## src/rtl/cpu_failover_ctrl.sv

```systemverilog
// Dual-CPU A/B failover controller: synchronises and debounces the CPU
// health lines, keeps saturating fault counts, picks a target CPU and only
// moves the registered `switch` select once the outgoing CPU's TX line has
// gone idle (or a drain timeout expires).
module cpu_failover_ctrl #(
  parameter int DEB_CYC   = 16,
  parameter int IDLE_CYC  = 2000,
  parameter int DWELL_CYC = 100000,
  parameter int MAX_DRAIN = 8000,
  parameter int CNT_W     = 8
) (
  input  logic             clk,
  input  logic             rst_n,
  input  logic             io_a,
  input  logic             io_b,
  input  logic             force_swi,
  input  logic             com_swi,
  input  logic             srx_cpuA,
  input  logic             srx_cpuB,
  output logic             switch,
  output logic             busy,
  output logic [CNT_W-1:0] a_err_num,
  output logic [CNT_W-1:0] b_err_num,
  output logic [1:0]       state
);

  localparam int DEB_W   = $clog2(DEB_CYC + 1);
  localparam int IDLE_W  = $clog2(IDLE_CYC + 1);
  localparam int DWELL_W = $clog2(DWELL_CYC + 1);
  localparam int DRAIN_W = $clog2(MAX_DRAIN + 1);
  localparam logic [CNT_W-1:0] CNT_MAX = {CNT_W{1'b1}};

  // Bit 1 of the code is the selected side, bit 0 marks a drain state.
  typedef enum logic [1:0] {
    ACT_A    = 2'd0,
    DRAIN_AB = 2'd1,
    ACT_B    = 2'd2,
    DRAIN_BA = 2'd3
  } st_t;

  // Sync bit order: {com, force, srxB, srxA, io_b, io_a}; idle/healthy reset values.
  localparam logic [5:0] SYNC_RST = 6'b00_1111;

  logic [5:0] s1_q, s2_q;
  logic [1:0] hlt_s, srx_s;
  logic       frc_s, com_s, frc_prev_q, frc_rise;

  logic [1:0]            flt_q, flt_d;
  logic [1:0][DEB_W-1:0] deb_q, deb_d;
  logic [1:0][CNT_W-1:0] cnt_q, cnt_d;

  st_t               state_q, state_d;
  logic [DWELL_W-1:0] dwell_q, dwell_d;
  logic [IDLE_W-1:0]  idle_q, idle_d;
  logic [DRAIN_W-1:0] drain_q, drain_d;
  logic               switch_q, busy_q;
  logic               side, tgt;

  // Two-flop synchroniser for every asynchronous input.
  always_ff @(posedge clk) begin
    if (!rst_n) begin
      s1_q <= SYNC_RST;
      s2_q <= SYNC_RST;
    end else begin
      s1_q <= {com_swi, force_swi, srx_cpuB, srx_cpuA, io_b, io_a};
      s2_q <= s1_q;
    end
  end

  assign hlt_s    = s2_q[1:0];
  assign srx_s    = s2_q[3:2];
  assign frc_s    = s2_q[4];
  assign com_s    = s2_q[5];
  assign frc_rise = frc_s & ~frc_prev_q;

  // Debounce: a run of DEB_CYC samples disagreeing with the held fault flips it.
  always_comb begin
    for (int i = 0; i < 2; i++) begin
      flt_d[i] = flt_q[i];
      deb_d[i] = '0;
      if (hlt_s[i] == flt_q[i]) begin
        if (deb_q[i] == DEB_W'(DEB_CYC - 1)) flt_d[i] = ~flt_q[i];
        else                                 deb_d[i] = deb_q[i] + 1'b1;
      end
    end
  end

  // Saturating fault counts; a force rising edge clears them and wins over an increment.
  always_comb begin
    for (int i = 0; i < 2; i++) begin
      cnt_d[i] = cnt_q[i];
      if (frc_rise)                                    cnt_d[i] = '0;
      else if (flt_d[i] & ~flt_q[i] && cnt_q[i] != CNT_MAX) cnt_d[i] = cnt_q[i] + 1'b1;
    end
  end

  // Conditioning state registers.
  always_ff @(posedge clk) begin
    if (!rst_n) begin
      flt_q      <= '0;
      deb_q      <= '0;
      cnt_q      <= '0;
      frc_prev_q <= 1'b0;
    end else begin
      flt_q      <= flt_d;
      deb_q      <= deb_d;
      cnt_q      <= cnt_d;
      frc_prev_q <= frc_s;
    end
  end

  assign side = state_q[1];

  // Target side in priority order: faults, force, counts, otherwise stay.
  always_comb begin
    tgt = side;
    if (flt_q[0] & ~flt_q[1])      tgt = 1'b1;
    else if (flt_q[1] & ~flt_q[0]) tgt = 1'b0;
    else if (flt_q[0] & flt_q[1])  tgt = side;
    else if (frc_s)                tgt = com_s;
    else if (cnt_q[0] > cnt_q[1])  tgt = 1'b1;
    else if (cnt_q[0] < cnt_q[1])  tgt = 1'b0;
  end

  // Next state and timers; abort is tested first so it beats idle/timeout.
  always_comb begin
    state_d = state_q;
    dwell_d = dwell_q;
    idle_d  = '0;
    drain_d = '0;
    case (state_q)
      ACT_A, ACT_B: begin
        if (dwell_q < DWELL_W'(DWELL_CYC)) dwell_d = dwell_q + 1'b1;
        if (tgt != side && (flt_q[side] || dwell_q >= DWELL_W'(DWELL_CYC)))
          state_d = (side) ? DRAIN_BA : DRAIN_AB;
      end
      default: begin
        idle_d  = srx_s[side] ? idle_q + 1'b1 : '0;
        drain_d = drain_q + 1'b1;
        if (tgt == side) begin
          state_d = (side) ? ACT_B : ACT_A;
          idle_d  = '0;
          drain_d = '0;
        end else if (idle_q == IDLE_W'(IDLE_CYC) || drain_q == DRAIN_W'(MAX_DRAIN)) begin
          state_d = (side) ? ACT_A : ACT_B;
          dwell_d = '0;
          idle_d  = '0;
          drain_d = '0;
        end
      end
    endcase
  end

  // FSM state, timers and the registered select/busy outputs.
  always_ff @(posedge clk) begin
    if (!rst_n) begin
      state_q  <= ACT_A;
      dwell_q  <= '0;
      idle_q   <= '0;
      drain_q  <= '0;
      switch_q <= 1'b0;
      busy_q   <= 1'b0;
    end else begin
      state_q  <= state_d;
      dwell_q  <= dwell_d;
      idle_q   <= idle_d;
      drain_q  <= drain_d;
      switch_q <= state_d[1];
      busy_q   <= state_d[0];
    end
  end

  assign switch    = switch_q;
  assign busy      = busy_q;
  assign a_err_num = cnt_q[0];
  assign b_err_num = cnt_q[1];
  assign state     = state_q;

endmodule

```

## config.mk

```make
export PLATFORM = sky130hd
export DESIGN_NAME = cpu_failover_ctrl
export DESIGN_NICKNAME = d
export VERILOG_FILES = /design/src/rtl/cpu_failover_ctrl.sv
export SDC_FILE = /design/constraint.sdc
export NUM_CORES = 1
export LEC_CHECK = 0
export CAP_MARGIN = 40
export CORE_AREA = 8 8 103 96
export DETAILED_ROUTE_END_ITERATION = 7
export DIE_AREA = 0 0 111 104
export PLACE_DENSITY = 0.71
export SKIP_CTS_REPAIR_TIMING = 1
export SLEW_MARGIN = 20
export SYNTH_ARGS = -nofsm -noshare
export SYNTH_HDL_FRONTEND = slang
export SYNTH_SLANG_ARGS = --single-unit
```

## constraint.sdc

```tcl
create_clock -name clk -period 2.11 [get_ports clk]
set_input_delay 0.5275 -clock clk [delete_from_list [all_inputs] [get_ports clk]]
set_output_delay 0.5275 -clock clk [all_outputs]
set_load 0.02 [all_outputs]
```

; Yosys cells after proc, flatten, opt, wreduce, memory -nomap -nowiden
; Cells that the tools add are included.
[totals]
wordCells = 91
input_bits = 8
ff_bits = 86
output_inout_bits = 20
[classes]
addsub = 7
order_cmp = 5
n_mux = 25
eq_ne = 13
n_reduce_logical = 14
bitwise = 13
[ops]
columns = operator, n
row1 = $mux W17, 4
row2 = $add A17 B1 Y17 const B, 1
row3 = $ge A17 B17 Y1 const B, 1
row4 = $lt A17 B17 Y1 const B, 1
row5 = $add A8 B1 Y8 const B, 2
row6 = $ne A8 B8 Y1 const B, 2
row7 = $mux W1, 14
row8 = $mux W2, 7
row9 = $add A13 B1 Y13 const B, 1
row10 = $eq A13 B13 Y1 const B, 1
row11 = $add A11 B1 Y11 const B, 1
row12 = $eq A11 B11 Y1 const B, 1
row13 = $add A5 B1 Y5 const B, 2
row14 = $eq A5 B4 Y1 const B, 2
row15 = $gt A8 B8 Y1, 1
row16 = $lt A8 B8 Y1, 1
row17 = $not A1 Y1, 7
row18 = $and A1 B1 Y1, 6
row19 = $reduce_or A3 Y1, 2
row20 = $reduce_or A6 Y1, 1
row21 = $reduce_or A5 Y1, 1
row22 = $reduce_or A2 Y1, 2
row23 = $eq A1 B1 Y1, 3
row24 = $logic_and A1 B1 Y1, 3
row25 = other kinds (9), 10

; Longest topological paths before layout
[depth]
ltp_word = 11
ltp_mapped = 11
ltp_nobuf = 10

; Least setup slack after synthesis
; OpenSTA, ideal clock, no wires.
[synth_timing]
kind = reg2reg
startpoint = reg cnt_q (netlist bit b_err_num[1])
endpoint = reg idle_q[5]
synth_period_minus_slack_ns = 2.505
path_slack_ns = -0.395
n_path_buf = 1
stages_incl_launch_ff = 12
required_ns = 2.035
arrival_ns = 2.430
setup_time_ns = 0.075
cell_sequence = dfxtp_1 -> inv_1 -> ha_1 -> nor2b_1 -> o211ai_1 -> a21oi_1 -> o41a_1 -> nor2b_1 -> o32a_1 -> nand4b_4 -> buf_4 -> nor3_2
[synth_between]
elab_chain_cells = 9
word_cells_on_any_way = 10
classes_between = order compare: 2 / eq/ne: 1 / mux: 6 / reduce/logical: 1
[synth_lines]
columns = item, line_no
row1 = from (decl), 50  ; logic [1:0][CNT_W-1:0] cnt_q, cnt_d;
row2 = from (signal assigned), 107  ; cnt_q <= cnt_d;
row3 = $lt A8 B8 Y1, 122  ; else if (cnt_q[0] < cnt_q[1]) tgt = 1'b0;
row4 = $mux W1, 122
row5 = $mux W1 (*), 121  ; else if (cnt_q[0] > cnt_q[1]) tgt = 1'b1;
row6 = $mux W1 (*), 120  ; else if (frc_s) tgt = com_s;
row7 = $mux W1 (*), 119  ; else if (flt_q[0] & flt_q[1]) tgt = side;
row8 = $mux W1 (*), 118  ; else if (flt_q[1] & ~flt_q[0]) tgt = 1'b0;
row9 = $mux W1 (*), 117  ; if (flt_q[0] & ~flt_q[1]) tgt = 1'b1;
row10 = $eq A1 B1 Y1 (*), 140  ; if (tgt == side) begin
row11 = $reduce_or A6 Y1 (no line) (*), -
row12 = to (signal assigned), 166  ; idle_q <= idle_d;
row13 = to (decl), 54  ; logic [IDLE_W-1:0] idle_q, idle_d;
; Every way passes the cells marked *; elsewhere a longest branch is shown, timed or not.
; A chain may end at the register's enable or synchronous reset.

; Worst setup path after layout
[layout_timing]
startpoint = reg cnt_q (netlist bit b_err_num[1])
endpoint = reg dwell_q[11]
[layout_between]
elab_chain_cells = 10
word_cells_on_any_way = 11
classes_between = order compare: 2 / eq/ne: 2 / mux: 6 / reduce/logical: 1
[layout_lines]
columns = item, line_no
row1 = $lt A8 B8 Y1, 122
row2 = $mux W1, 122
row3 = $mux W1 (*), 121
row4 = $mux W1 (*), 120
row5 = $mux W1 (*), 119
row6 = $mux W1 (*), 118
row7 = $mux W1 (*), 117
row8 = $eq A1 B1 Y1 (*), 140
row9 = $ne A2 B1 Y1 (no line) (*), -
row10 = $reduce_and A3 Y1 (no line) (*), -
row11 = to (signal assigned), 165  ; dwell_q <= dwell_d;
row12 = to (decl), 53  ; logic [DWELL_W-1:0] dwell_q, dwell_d;
; Marked as above.

==> impl_metrics.tcl <==
set metrics [dict create \
    status "complete, but fails checks" \
    failed_checks "setup timing" \
    first_pass_grt_wire_length_um 13550 \
    clock_latency_ns 0.37 \
    crit_path_start_kind "register" \
    leakagePower_nw 2.031 \
    layout_min_cycle_time_ns 2.375 \
    num_antenna_cells 0 \
    asyncSetResetFlopFracSynth_pct 0 \
    finalCritPeriodShare_pct 112.5 \
    cp-end-kind "register" \
    syn_avg_cell_area_um2 9.046 \
    die_h_um 104 \
    cts_made_buffers 9 \
    ys_seq_area_share_pct 42.73 \
    grt_start_max_net_pins 25 \
    drive_above_1_share_pct 26.94 \
    critical_path_class "reg2reg" \
    drt-total-wl_um 8253 \
    path_max_fanout 6 \
    synthesis.area_um2 3935 \
    drtPass1Iterations 4 \
    route.detailed.drc 0 \
    cts-root-buf "sky130_fd_sc_hd__clkbuf_8" \
    timing.hold.worst.class "reg2reg" \
    yosys.cell_count.top_type "sky130_fd_sc_hd__dfxtp_1" \
    cts_tree "yes" \
    vias_in_the_first_global_route 3090 \
    top_post_synthesis_cells_by_count "sky130_fd_sc_hd__dfxtp_1, sky130_fd_sc_hd__nor2_1, sky130_fd_sc_hd__xor2_1" \
    route.antenna.remaining_nets 0 \
    die-width_um 111 \
    worst_r2r_startpoint "b_err_num[1]" \
    dieArea_um2 11540 \
    first_iter_violations 105 \
    post-dp-hpwl_um 5742 \
    normalized_max_slew_margin_pct 71.18 \
    row_count 32 \
    power.ir.vdd_worst_uv 458.5 \
    worst-slew-pin-transition_ns 0.4308 \
    post_synth_net_total 463 \
    p_total_mw 3.150 \
    htree_levels 3 \
    power_density_over_cell_area_nw_per_um2 595.5 \
    synth_area_leaders "sky130_fd_sc_hd__dfxtp_1, sky130_fd_sc_hd__nor2_1, sky130_fd_sc_hd__ha_1, sky130_fd_sc_hd__xor2_1, sky130_fd_sc_hd__xnor2_1" \
    crit_start "b_err_num[1]" \
    synth_top_area_share_pct 42.73 \
    reg2regPathDepth 10 \
    edff_count_synth 0 \
    final-instance-count-excl-fill 629 \
    unrepaired_setup_endpoints_after_global_routing "yes" \
    finalMaxSlewViolations 0 \
    ys_types 51 \
    n_fill_cell 663 \
    synth_seq_cells 84 \
    floorplan.io_pins 28 \
    place_worst_setup_slack_ns -0.2397 \
    io_buffers 27 \
    worst-endpoint-required_ns 2.41 \
    endpoint_of_the_most_critical_register_to_register_path "dwell_q[11]" \
    most_area_hungry_cell_type_in_the_yosys_netlist "sky130_fd_sc_hd__dfxtp_1" \
    ys_warn_count 0 \
    clkSlewWorstSetupHoldPaths_ns 0.10 \
    max_freq_ghz 0.4211 \
    core_area_um2 8208 \
    finalSetupViolCount 41 \
    endpoint "dwell_q[11]" \
    nNetsFinal 550 \
    antenna_violations_before_repair 0 \
    regToRegSetupSlack_ns -0.26 \
    globalRoute.totalOverflow 0 \
    timing.max_cap.violations 0 \
    place.detailed.instances 601 \
    viasPerCell 5.110 \
    critPathArrivalTime_ns 2.67 \
    syn-instance-count 435 \
    avgRoutedWirePerCell_um 13.12 \
    routed-via-count 3214 \
    cts_buffer_depth 2 \
    gp_routability_congestion 0.7961 \
    global_route.usage.total_pct 13.65 \
    hold_violations 0 \
    initial_utilization_pct 47.94 \
    flow.area_growth_from_synthesis_pct 34.44 \
    synth_flop_cell "sky130_fd_sc_hd__dfxtp_1" \
    clock_skew_after_layout_ns 0.01555 \
    layout_setup_ws_ns -0.2645 \
    tritoncts_num_sinks 84 \
]
## critical path: stages (launching register included)
cell and delay [ns]:
sky130_fd_sc_hd__dfxtp_4 0.37, sky130_fd_sc_hd__inv_4 0.04, sky130_fd_sc_hd__ha_4 0.21, sky130_fd_sc_hd__nor2b_4 0.12, sky130_fd_sc_hd__o211ai_1 0.18, sky130_fd_sc_hd__a21oi_1 0.09
sky130_fd_sc_hd__o41a_1 0.40, sky130_fd_sc_hd__mux2_4 0.31, sky130_fd_sc_hd__nand4_4 0.12, sky130_fd_sc_hd__or3_1 0.34, sky130_fd_sc_hd__a21oi_1 0.14
## cell usage in the layout (no fill, tap or decap), types with 5 or more instances in the layout
| cell type | synthesis | final |
|---|---|---|
| sky130_fd_sc_hd__nor2_4 | 0 | 5 |
| sky130_fd_sc_hd__nor2b_1 | 7 | 5 |
| sky130_fd_sc_hd__a21oi_1 | 14 | 11 |
| sky130_fd_sc_hd__xor2_1 | 24 | 24 |
| sky130_fd_sc_hd__nand3_1 | 21 | 16 |
| sky130_fd_sc_hd__xnor2_1 | 23 | 23 |
| sky130_fd_sc_hd__and2_1 | 9 | 9 |
| sky130_fd_sc_hd__nand4_1 | 14 | 14 |
| sky130_fd_sc_hd__nand2b_1 | 9 | 9 |
| sky130_fd_sc_hd__dfxtp_1 | 84 | 70 |
| sky130_fd_sc_hd__buf_6 | 0 | 5 |
| sky130_fd_sc_hd__inv_1 | 23 | 21 |
| sky130_fd_sc_hd__clkdlybuf4s50_1 | 0 | 27 |
| sky130_fd_sc_hd__nor2_1 | 68 | 59 |
| sky130_fd_sc_hd__dfxtp_2 | 0 | 11 |
| sky130_fd_sc_hd__nor3_2 | 6 | 6 |
| sky130_fd_sc_hd__clkbuf_8 | 0 | 9 |
| sky130_fd_sc_hd__buf_4 | 5 | 56 |
| sky130_fd_sc_hd__nand2_1 | 23 | 23 |
| sky130_fd_sc_hd__ha_1 | 20 | 16 |
| sky130_fd_sc_hd__o21ai_0 | 6 | 6 |
| sky130_fd_sc_hd__and3_1 | 18 | 18 |
## through the flow
| stage | util [%] | hold WS [ns] | setup TNS, ns | area (um^2) |
|---|---|---|---|---|
| finish | 64.45 | 0.4048 | -8.335 | 5290 |
| global route | 64.45 | 0.4290 | -11.90 | 5290 |
| CTS | 60.82 | 0.4109 | -6.802 | 4992 |
| detailed placement | 57.76 | 0.3963 | -6.535 | 4741 |
| global placement | 57.76 | 0.3923 | -4.351 | 4741 |
| floorplan | - | 0.3863 | -3.419 | 4026 |
## cell type report
class | count | area (um^2) | area share (%)
timing repair buffer | 91 | 817.0 | 15.44
inverter | 23 | 88.84 | 1.679
tap | 102 | 127.6 | 2.412
multi-input combinational | 313 | 2298 | 43.45
sequential | 84 | 1707 | 32.26
clock inverter | 7 | 127.6 | 2.412
clock buffer | 9 | 123.9 | 2.342
## worst min path at each step
stage             from      end  slack [ns]  cells after the start
3_5_place_dp   s1_q[3]  s2_q[3]        0.40                      1
4_1_cts        s1_q[3]  s2_q[3]        0.41                      1
3_3_place_gp   s1_q[2]  s2_q[2]        0.39                      1
5_1_grt        s1_q[0]  s2_q[0]        0.43                      1
2_1_floorplan  s1_q[0]  s2_q[0]        0.39                      1
6_report       s1_q[3]  s2_q[3]        0.40                      1
## registers in the layout, summed over array words and instances (netlist names)
signal,flops
s1_q,6
dwell_q,17
frc_prev_q,1
state,2
idle_q,11
deb_q,10
drain_q,13
b_err_num,8
s2_q,6
a_err_num,8
flt_q,2
## where the power goes
group / internal, mW / switching (mW)
Sequential: 1.60 / 0.0118
Clock: 0.805 / 0.627
Combinational: 0.0539 / 0.0526
## cells by family (layout without fill, tap and decap cells)
family                   count (synthesis)  after routing  synth area share [%]
AO/OA/AOI/OAI                           44             44                 7.886
adder cells (fa/ha/maj)                 20             20                 6.359
AND/OR/NAND/NOR                        199            199                 27.54
flip-flops                              84             84                 42.73
buffers and inverters                   38            130                 4.197
multiplexers                             3              3                0.8267
XOR/XNOR                                47             47                 10.46
## routing by layer
metal	vias up	track usage (%)	routed length, um
met5	-	0	0
li1	1652	-	-
met3	12	3.287	207
met4	0	7.136	162
met1	1514	16.47	3936
met2	36	21.96	3946
Power figures use the tool's default switching activity.
